## config.mk

```make
export PLATFORM = sky130hd
export DESIGN_NAME = host_match_flat
export DESIGN_NICKNAME = d
export VERILOG_FILES = /design/src/rtl/host_match_if.sv /design/src/rtl/host_match.sv /design/src/flat_wrapper.sv
export SDC_FILE = /design/constraint.sdc
export NUM_CORES = 1
export LEC_CHECK = 0
export CAP_MARGIN = 20
export CELL_PAD_IN_SITES_DETAIL_PLACEMENT = 0
export CELL_PAD_IN_SITES_GLOBAL_PLACEMENT = 1
export CORE_ASPECT_RATIO = 0.6
export CORE_MARGIN = 4
export CORE_UTILIZATION = 32
export CTS_CLUSTER_SIZE = 16
export DETAILED_ROUTE_END_ITERATION = 10
export PLACE_DENSITY_LB_ADDON = 0.1
export SLEW_MARGIN = 20
export SYNTH_ARGS = -nofsm -noshare
export SYNTH_HDL_FRONTEND = slang
export SYNTH_SLANG_ARGS = --single-unit
```

## constraint.sdc

```tcl
create_clock -name clk -period 4 [get_ports clk]
set_input_delay 0.4 -clock clk [delete_from_list [all_inputs] [get_ports clk]]
set_output_delay 0.4 -clock clk [all_outputs]
set_load 0.05 [all_outputs]
```

## src/rtl/host_match_if.sv

```systemverilog
// Request/response handshake bundle between a FIX field producer and host_match.
// The master drives the lookup request and accepts the result; the slave is the lookup engine.
interface host_match_if #(
  parameter int ADDR_WIDTH       = 2,
  parameter int VALUE_DATA_WIDTH = 72,
  parameter int VALUE_SIZE       = 8
);
  logic                        req_valid;
  logic                        req_ready;
  logic [VALUE_DATA_WIDTH-1:0] req_value;
  logic [VALUE_SIZE-1:0]       req_size;
  logic                        rsp_valid;
  logic                        rsp_ready;
  logic                        rsp_match;
  logic [ADDR_WIDTH-1:0]       rsp_index;

  modport master (
    output req_valid, req_value, req_size, rsp_ready,
    input  req_ready, rsp_valid, rsp_match, rsp_index
  );

  modport slave (
    input  req_valid, req_value, req_size, rsp_ready,
    output req_ready, rsp_valid, rsp_match, rsp_index
  );
endinterface

```

## src/rtl/host_match.sv

```systemverilog
// Host-address table lookup: scans every entry through the table's registered read port and
// reports the lowest-indexed entry whose size and significant bytes equal the request.
module host_match #(
  parameter int ADDR_WIDTH       = 2,
  parameter int VALUE_DATA_WIDTH = 72,
  parameter int VALUE_SIZE       = 8,
  parameter int DATA_WIDTH       = VALUE_DATA_WIDTH + VALUE_SIZE
) (
  input  logic                  clk,
  input  logic                  reset_n,
  host_match_if.slave           bus,
  output logic [ADDR_WIDTH-1:0] ram_addr,
  input  logic [DATA_WIDTH-1:0] ram_q
);

  localparam int NBYTES = VALUE_DATA_WIDTH / 8;
  localparam int DEPTH  = 1 << ADDR_WIDTH;

  typedef enum logic [1:0] {
    IDLE  = 2'd0,
    PRIME = 2'd1,
    SCAN  = 2'd2,
    RESP  = 2'd3
  } state_t;

  state_t                      state_q, state_d;
  logic [ADDR_WIDTH-1:0]       cnt_q, cnt_d;
  logic [ADDR_WIDTH-1:0]       cmp_idx_q, cmp_idx_d;
  logic [VALUE_DATA_WIDTH-1:0] value_q, value_d;
  logic [VALUE_SIZE-1:0]       size_q, size_d;
  logic                        match_q, match_d;
  logic [ADDR_WIDTH-1:0]       index_q, index_d;
  logic                        req_ready_q, req_ready_d;
  logic                        rsp_valid_q, rsp_valid_d;

  logic [VALUE_SIZE-1:0]       entry_size_s;
  logic [VALUE_DATA_WIDTH-1:0] entry_value_s;
  logic                        hit_s;

  // A size outside 1..NBYTES marks an unusable request or an empty table slot.
  function automatic logic size_ok(input logic [VALUE_SIZE-1:0] s);
    return (s != {VALUE_SIZE{1'b0}}) && (s <= VALUE_SIZE'(NBYTES));
  endfunction

  function automatic logic bytes_eq(input logic [VALUE_DATA_WIDTH-1:0] a,
                                    input logic [VALUE_DATA_WIDTH-1:0] b,
                                    input logic [VALUE_SIZE-1:0]       n);
    logic eq;
    eq = 1'b1;
    for (int i = 0; i < NBYTES; i++) begin
      if ((VALUE_SIZE'(i) < n) &&
          (a[VALUE_DATA_WIDTH-1-8*i -: 8] != b[VALUE_DATA_WIDTH-1-8*i -: 8])) begin
        eq = 1'b0;
      end else begin
        eq = eq;
      end
    end
    return eq;
  endfunction

  assign entry_size_s  = ram_q[VALUE_SIZE-1:0];
  assign entry_value_s = ram_q[DATA_WIDTH-1 -: VALUE_DATA_WIDTH];
  assign hit_s         = size_ok(entry_size_s) && (entry_size_s == size_q) &&
                         bytes_eq(entry_value_s, value_q, size_q);

  // Next-state and next-output computation for the scan sequencer.
  always_comb begin
    state_d   = state_q;
    cnt_d     = cnt_q;
    cmp_idx_d = cmp_idx_q;
    value_d   = value_q;
    size_d    = size_q;
    match_d   = match_q;
    index_d   = index_q;
    case (state_q)
      IDLE: begin
        if (bus.req_valid) begin
          value_d = bus.req_value;
          size_d  = bus.req_size;
          cnt_d   = {ADDR_WIDTH{1'b0}};
          if (size_ok(bus.req_size)) begin
            state_d = PRIME;
          end else begin
            state_d = RESP;
            match_d = 1'b0;
            index_d = {ADDR_WIDTH{1'b0}};
          end
        end else begin
          state_d = IDLE;
        end
      end
      PRIME: begin
        cnt_d     = ADDR_WIDTH'(1);
        cmp_idx_d = {ADDR_WIDTH{1'b0}};
        state_d   = SCAN;
      end
      SCAN: begin
        // ram_q reflects cmp_idx this cycle; cnt runs one ahead and its wrapped read is unused.
        if (hit_s) begin
          state_d = RESP;
          match_d = 1'b1;
          index_d = cmp_idx_q;
        end else if (cmp_idx_q == ADDR_WIDTH'(DEPTH - 1)) begin
          state_d = RESP;
          match_d = 1'b0;
          index_d = {ADDR_WIDTH{1'b0}};
        end else begin
          cmp_idx_d = cmp_idx_q + ADDR_WIDTH'(1);
          cnt_d     = cnt_q + ADDR_WIDTH'(1);
        end
      end
      RESP: begin
        if (bus.rsp_ready) begin
          state_d = IDLE;
        end else begin
          state_d = RESP;
        end
      end
      default: begin
        state_d = IDLE;
      end
    endcase
    req_ready_d = (state_d == IDLE);
    rsp_valid_d = (state_d == RESP);
  end

  // State, latched request and registered outputs.
  always_ff @(posedge clk or negedge reset_n) begin
    if (!reset_n) begin
      state_q     <= IDLE;
      cnt_q       <= {ADDR_WIDTH{1'b0}};
      cmp_idx_q   <= {ADDR_WIDTH{1'b0}};
      value_q     <= {VALUE_DATA_WIDTH{1'b0}};
      size_q      <= {VALUE_SIZE{1'b0}};
      match_q     <= 1'b0;
      index_q     <= {ADDR_WIDTH{1'b0}};
      req_ready_q <= 1'b1;
      rsp_valid_q <= 1'b0;
    end else begin
      state_q     <= state_d;
      cnt_q       <= cnt_d;
      cmp_idx_q   <= cmp_idx_d;
      value_q     <= value_d;
      size_q      <= size_d;
      match_q     <= match_d;
      index_q     <= index_d;
      req_ready_q <= req_ready_d;
      rsp_valid_q <= rsp_valid_d;
    end
  end

  assign ram_addr      = cnt_q;
  assign bus.req_ready = req_ready_q;
  assign bus.rsp_valid = rsp_valid_q;
  assign bus.rsp_match = match_q;
  assign bus.rsp_index = index_q;

endmodule

```

## src/flat_wrapper.sv

```systemverilog
// flat-port wrapper written by rule: the top's interface ports become plain ports
module host_match_flat 
#(
  parameter int ADDR_WIDTH       = 2,
  parameter int VALUE_DATA_WIDTH = 72,
  parameter int VALUE_SIZE       = 8,
  parameter int DATA_WIDTH       = VALUE_DATA_WIDTH + VALUE_SIZE
)
  (clk, reset_n, ram_addr, ram_q, bus_req_valid, bus_req_value, bus_req_size, bus_rsp_ready, bus_req_ready, bus_rsp_valid, bus_rsp_match, bus_rsp_index);
  host_match_if #(.ADDR_WIDTH(ADDR_WIDTH), .VALUE_DATA_WIDTH(VALUE_DATA_WIDTH), .VALUE_SIZE(VALUE_SIZE)) bus_i ();
  input  logic clk;
  input  logic reset_n;
  output logic [ADDR_WIDTH-1:0] ram_addr;
  input  logic [DATA_WIDTH-1:0] ram_q;
  input wire logic [$bits(bus_i.req_valid)-1:0] bus_req_valid;
  input wire logic [$bits(bus_i.req_value)-1:0] bus_req_value;
  input wire logic [$bits(bus_i.req_size)-1:0] bus_req_size;
  input wire logic [$bits(bus_i.rsp_ready)-1:0] bus_rsp_ready;
  output wire logic [$bits(bus_i.req_ready)-1:0] bus_req_ready;
  output wire logic [$bits(bus_i.rsp_valid)-1:0] bus_rsp_valid;
  output wire logic [$bits(bus_i.rsp_match)-1:0] bus_rsp_match;
  output wire logic [$bits(bus_i.rsp_index)-1:0] bus_rsp_index;
  assign bus_i.req_valid = bus_req_valid;
  assign bus_i.req_value = bus_req_value;
  assign bus_i.req_size = bus_req_size;
  assign bus_i.rsp_ready = bus_rsp_ready;
  assign bus_req_ready = bus_i.req_ready;
  assign bus_rsp_valid = bus_i.rsp_valid;
  assign bus_rsp_match = bus_i.rsp_match;
  assign bus_rsp_index = bus_i.rsp_index;
  host_match #(.ADDR_WIDTH(ADDR_WIDTH), .VALUE_DATA_WIDTH(VALUE_DATA_WIDTH), .VALUE_SIZE(VALUE_SIZE), .DATA_WIDTH(DATA_WIDTH)) u_core (.clk(clk), .reset_n(reset_n), .bus(bus_i), .ram_addr(ram_addr), .ram_q(ram_q));
endmodule
```

Word level (Yosys, flattened, before mapping) --
Index checks and enable logic that the tools add are counted.
Storage, ports and cells: register bits 91, input port bits 164, output and inout port bits 7, word-level logic and storage cells 98
Cells by class: $add $sub $neg 2, $lt $le $gt $ge 11, eq/ne operators 20, mux-type cells 32, reductions and logical operators 24
Operators by type and width (count):
- $ne A8 B8 Y1 | 9
- $lt A3 B8 Y1 const A | 4
- $mux W2 | 14
- $le A8 B4 Y1 const B | 2
- $lt A1 B8 Y1 const A | 2
- $lt A2 B8 Y1 const A | 2
- $reduce_bool A8 Y1 | 2
- $logic_and A1 B1 Y1 | 13
- $mux W1 | 13
- $eq A2 B2 Y1 const B | 4
- $eq A8 B8 Y1 | 1
- $lt A4 B8 Y1 const A | 1
- $ne A2 B2 Y1 const B | 4
- $pmux W2 S2 | 2
- $pmux W2 S4 | 1
- $reduce_and A4 Y1 | 2
- $pmux W2 S3 | 1
- $add A2 B1 Y2 const B | 2
- $logic_not A2 Y1 | 2
- $reduce_bool A2 Y1 | 2
- $ne A3 B1 Y1 const B | 1
- $reduce_and A3 Y1 | 1
- $reduce_bool A3 Y1 | 1
- $eq A2 B1 Y1 const B | 1
- 2 further kinds | 2

Longest topological paths before layout --
word-level depth 15, depth in mapped cells 9, mapped depth without buffers 8

Worst setup path after synthesis --
No wires, ideal clock.
path kind input -> register, start point input ram_q[4], end point register u_core.index_q[0] (netlist: u_core.bus.rsp_index[0]), library setup time 0.121 ns, arrival time 2.109 ns, data required time 3.879 ns, path slack 1.770 ns, stages 7, path buffers 0, cell sequence or4_4 a21oi_2 nand4_2 nor4_4 a31oi_4 a21o_1 a22o_1
Between the ends: word-level cells in the longest chain between the ends 6, elaborated cells between the ends (all ways) 10, classes of those cells order compare: 1; eq/ne: 2; mux: 2; reduce/logical: 5
Ends and longest elaborated chain:
- start: declaration | line flat_wrapper.sv:14 | input logic [DATA_WIDTH-1:0] ram_q;
- $le A8 B4 Y1 / $reduce_bool A8 Y1 (equally long branches) | line host_match.sv:42 | return (s != {VALUE_SIZE{1'b0}}) && (s <= VALUE_SIZE'(NBYTES));
- $logic_and A1 B1 Y1 | line host_match.sv:42
- $logic_and A1 B1 Y1 (*) (2 in a row) | line host_match.sv:63 | assign hit_s = size_ok(entry_size_s) && (entry_size_s == size_q) &&
- $ne A3 B1 Y1 (no line) / $mux W2 (equally long branches)
- $reduce_and A4 Y1 (no line) / $pmux W2 S2 (equally long branches)
- end signal: assignment | line host_match.sv:136 | index_q <= {ADDR_WIDTH{1'b0}};
- end signal: assignment | line host_match.sv:146 | index_q <= index_d;
- end: declaration | line host_match.sv:32 | logic [ADDR_WIDTH-1:0] index_q, index_d;
Every way passes the cells marked *; elsewhere a longest branch is shown, timed or not. A chain may end at the register's enable or synchronous reset.

Final worst setup path --
start point input ram_q[50], end point register u_core.index_q[1] (netlist: u_core.bus.rsp_index[1])
Between the ends: word-level cells in the longest chain between the ends 11, elaborated cells between the ends (all ways) 13, classes of those cells eq/ne: 2; mux: 8; reduce/logical: 3
Ends and longest elaborated chain:
- $ne A8 B8 Y1 (*) | line host_match.sv:52 | (a[VALUE_DATA_WIDTH-1-8*i -: 8] != b[VALUE_DATA_WIDTH-1-8*i -: 8])) begin
- $logic_and A1 B1 Y1 (*) | line host_match.sv:51 | if ((VALUE_SIZE'(i) < n) &&
- $mux W1 (*) (6 in a row) | line host_match.sv:51
- $logic_and A1 B1 Y1 (*) | line host_match.sv:63
- $ne A3 B1 Y1 (no line) / $mux W2 (equally long branches)
- $reduce_and A4 Y1 (no line) / $pmux W2 S2 (equally long branches)
Marks and branches as above.

==> impl_metrics.toml <==
[grt]
antenna_found_initial = 1
grt_pass1_wl_um = 19000
grt_overflow_total = 0
grt_max_degree = 66
grt_pass1_vias = 3683
track_usage = 0.148

[die]
pin_count = 171
fp-row-count = 33
dieArea_um2 = 16500
core_area_um2 = 13900
start_util = 0.332
dieWidth_um = 163
die_h_um = 101

[status]
outcome = "finished clean"

[synth]
async_flop_share = 1.00
synth_top_flop_cell = "dfrtp_1"
synth_edf_count = 0
syn_area_um2 = 4610
yosysWarnings = 0
ys_types = 43
ys_seq_area_frac = 0.494
syn_inst = 367
syn_avg_cell_area_um2 = 12.6
syn_nets = 536
synth_seq_cells = 91

[place]
pre_cts_slack_ps = 1040
io_buffers = 170
gp_congestion = 0.784
dp.cells = 721
dp_hpwl_um = 9390

[cts]
cts.sinks = 91
cts_hold_buf = 0
cts_tree = "done"
cts_root_buf = "clkbuf_16"
cts_setup_buffers = 0
clk_pin_slew_ps = 70
cts_max_level = 3
cts_resized = 0
clk-insertion-delay-late_ps = 340
numCtsBuffers = 9
cts_buffer_depth = 2

[setup_path]
rr_startpoint = "u_core.value_q[42]"
r2r_setup_slack_ps = 1490
worst_setup_path_start_kind = "input pin"
worstSetupPathType = "in -> reg"
arrival_ps = 2810
cp_max_fo = 9
crit_path_end_kind = "flip-flop"
reg2reg_to = "u_core.bus.rsp_index[1]"
r2r_cells = 7
required_ps = 4220

[sta]
hold_viol_final = 0
maxSlewViolCount = 0
finClkSkew_ps = 5.84
tightest_slew_ps = 849
max_freq_mhz = 386
finalSetupViolations = 0
fin_setup_tns_ps = 0
fin_ws_ps = 1410
relSlewSlack = 0.434
rsz0062_at_grt = "no"
fin_crit_ps = 2590
post-route-period-util = 0.647

[drt]
drtPass1Iterations = 4
viasPerCell = 4.54
route.final.wire_length_um = 11900
drt_iter0_markers = 86
route.antenna.remaining_nets = 0
wire_per_inst_um = 16.1
drcViolationCount = 0
vias = 3345

[cells_and_area]
final_layout_size_suffix_gt1_frac = 0.215
antennaDiodeCount = 0
nNetsFinal = 709
area_delta_synth_final_pct = 48.4
fin_util = 0.493
final_cells = 737

[pwr]
p_seq_frac = 0.410
pwr_density_cell_nw_per_um2 = 610
total_power_mw = 4.17
combinationalPowerShare = 0.384
power_switching_mw = 1.33
ir_drop_mv = 0.214
clockPowerShare = 0.206
p_int_mw = 2.84
p_leak_nw = 2.70
switching_share = 0.319

[run]
drv_cap = 0

[worst_hold_path]
hp-class = "in -> async"
[sequential cells by signal, indices dropped and copies added (netlist names)]
name and count:
u_core.bus.rsp_valid 1, u_core.value_q 72, u_core.bus.rsp_index 2, u_core.bus.rsp_match 1, u_core.ram_addr 2, u_core.bus.req_ready 1, u_core.cmp_idx_q 2, u_core.state_q 2
u_core.size_q 8
[routing by layer]
metal,track usage,vias to the layer above,wire (um)
met5,0,-,8
met4,0.0329,2,91
met3,0.0703,9,1190
met2,0.218,96,5000
met1,0.199,1595,5580
li1,-,1643,-
[cells by family (layout without fill, tap and decap cells)]
group / after synthesis / count (layout) / synth area share
DFF: 91 / 91 / 0.494
adders and majority gates: 5 / 5 / 0.0136
AOI/OAI and AO/OA: 31 / 31 / 0.0502
xor gates and xnor gates: 76 / 76 / 0.144
muxes: 81 / 81 / 0.198
and+or+nand+nor: 65 / 65 / 0.0855
buffers and inverters: 18 / 196 / 0.0149
[worst max-delay path: stages]
cell,delay [ps]
clkdlybuf4s50_1,410
xor2_1,150
nor4_1,570
a31oi_1,230
nor4_4,370
a31oi_4,200
a21o_1,250
a22o_1,230
[synth_stat cells (3+ instances only)]
cell,count,area [um^2]
mux2_2,80,901
nor4_1,6,37.5
inv_1,7,26.3
nor2_1,13,48.8
o21ai_0,6,30.0
nand2_1,8,30.0
a31oi_1,3,18.8
a21o_1,4,30.0
xnor2_1,59,517
nor3_1,3,15.0
or2_2,3,18.8
nand4_1,16,100
a21oi_1,4,20.0
ha_1,5,62.6
xor2_1,17,149
dfrtp_1,90,2250
clkbuf_1,9,33.8
[final cells by class]
cell class / instances / area (um^2)
Sequential cell: 91 / 2280
Inverter: 7 / 26.3
Tap cell: 192 / 240
Multi-Input combinational cell: 258 / 2270
Clock inverter: 5 / 61.3
Fill cell: 1252 / 7030
Timing Repair Buffer: 173 / 1720
Clock buffer: 11 / 243
[power by group through the flow]
stage / logic, mW / clock network (mW) / registers (mW)
6_report: 1.60 / 0.859 / 1.71
5_1_grt: 1.78 / 0.931 / 1.78
4_1_cts: 1.63 / 0.895 / 1.72
3_5_place_dp: 1.62 / 0 / 1.73
3_3_place_gp: 1.59 / 0 / 1.72
2_1_floorplan: 1.19 / 0 / 1.67
[placed cells by master (no fill, tap or decap), drive strengths merged, types with 2 or more instances in the layout]
cell / Yosys / routed
a21o: 4 / 4
a21oi: 6 / 6
a22o: 3 / 3
a31oi: 4 / 4
buf: 2 / 4
clkbuf: 9 / 11
clkdlybuf4s50: 0 / 169
clkinv: 0 / 3
dfrtp: 90 / 90
ha: 5 / 5
inv: 7 / 8
mux2: 80 / 80
nand2: 8 / 8
nand2b: 2 / 2
nand3: 2 / 2
nand4: 17 / 17
nor2: 15 / 15
nor3: 4 / 4
nor4: 8 / 8
o21ai: 7 / 7
o2bb2ai: 2 / 2
or2: 3 / 3
or4: 4 / 4
xnor2: 59 / 59
xor2: 17 / 17
[worst max-delay path by stage]
stage | to | start | depth (start not counted) | slack [ps]
after CTS | u_core.bus.rsp_index[1] | ram_q[50] | 8 | 1410
after global placement | u_core.bus.rsp_index[1] | ram_q[50] | 8 | 1070
final | u_core.bus.rsp_index[1] | ram_q[50] | 8 | 1410
after detailed placement | u_core.bus.rsp_index[1] | ram_q[50] | 8 | 1040
after global routing | u_core.bus.rsp_index[1] | ram_q[50] | 8 | 1240
after floorplan | u_core.bus.rsp_index[0] | ram_q[4] | 7 | 1770
[per-stage QoR]
stage          hold WS [ps]  area [um^2]
2_1_floorplan           104         4610
3_3_place_gp            471         6540
3_5_place_dp            473         6540
4_1_cts                 193         6840
5_1_grt                 219         6840
6_report                158         6840
No activity file was read; power rests on OpenSTA's default activity.
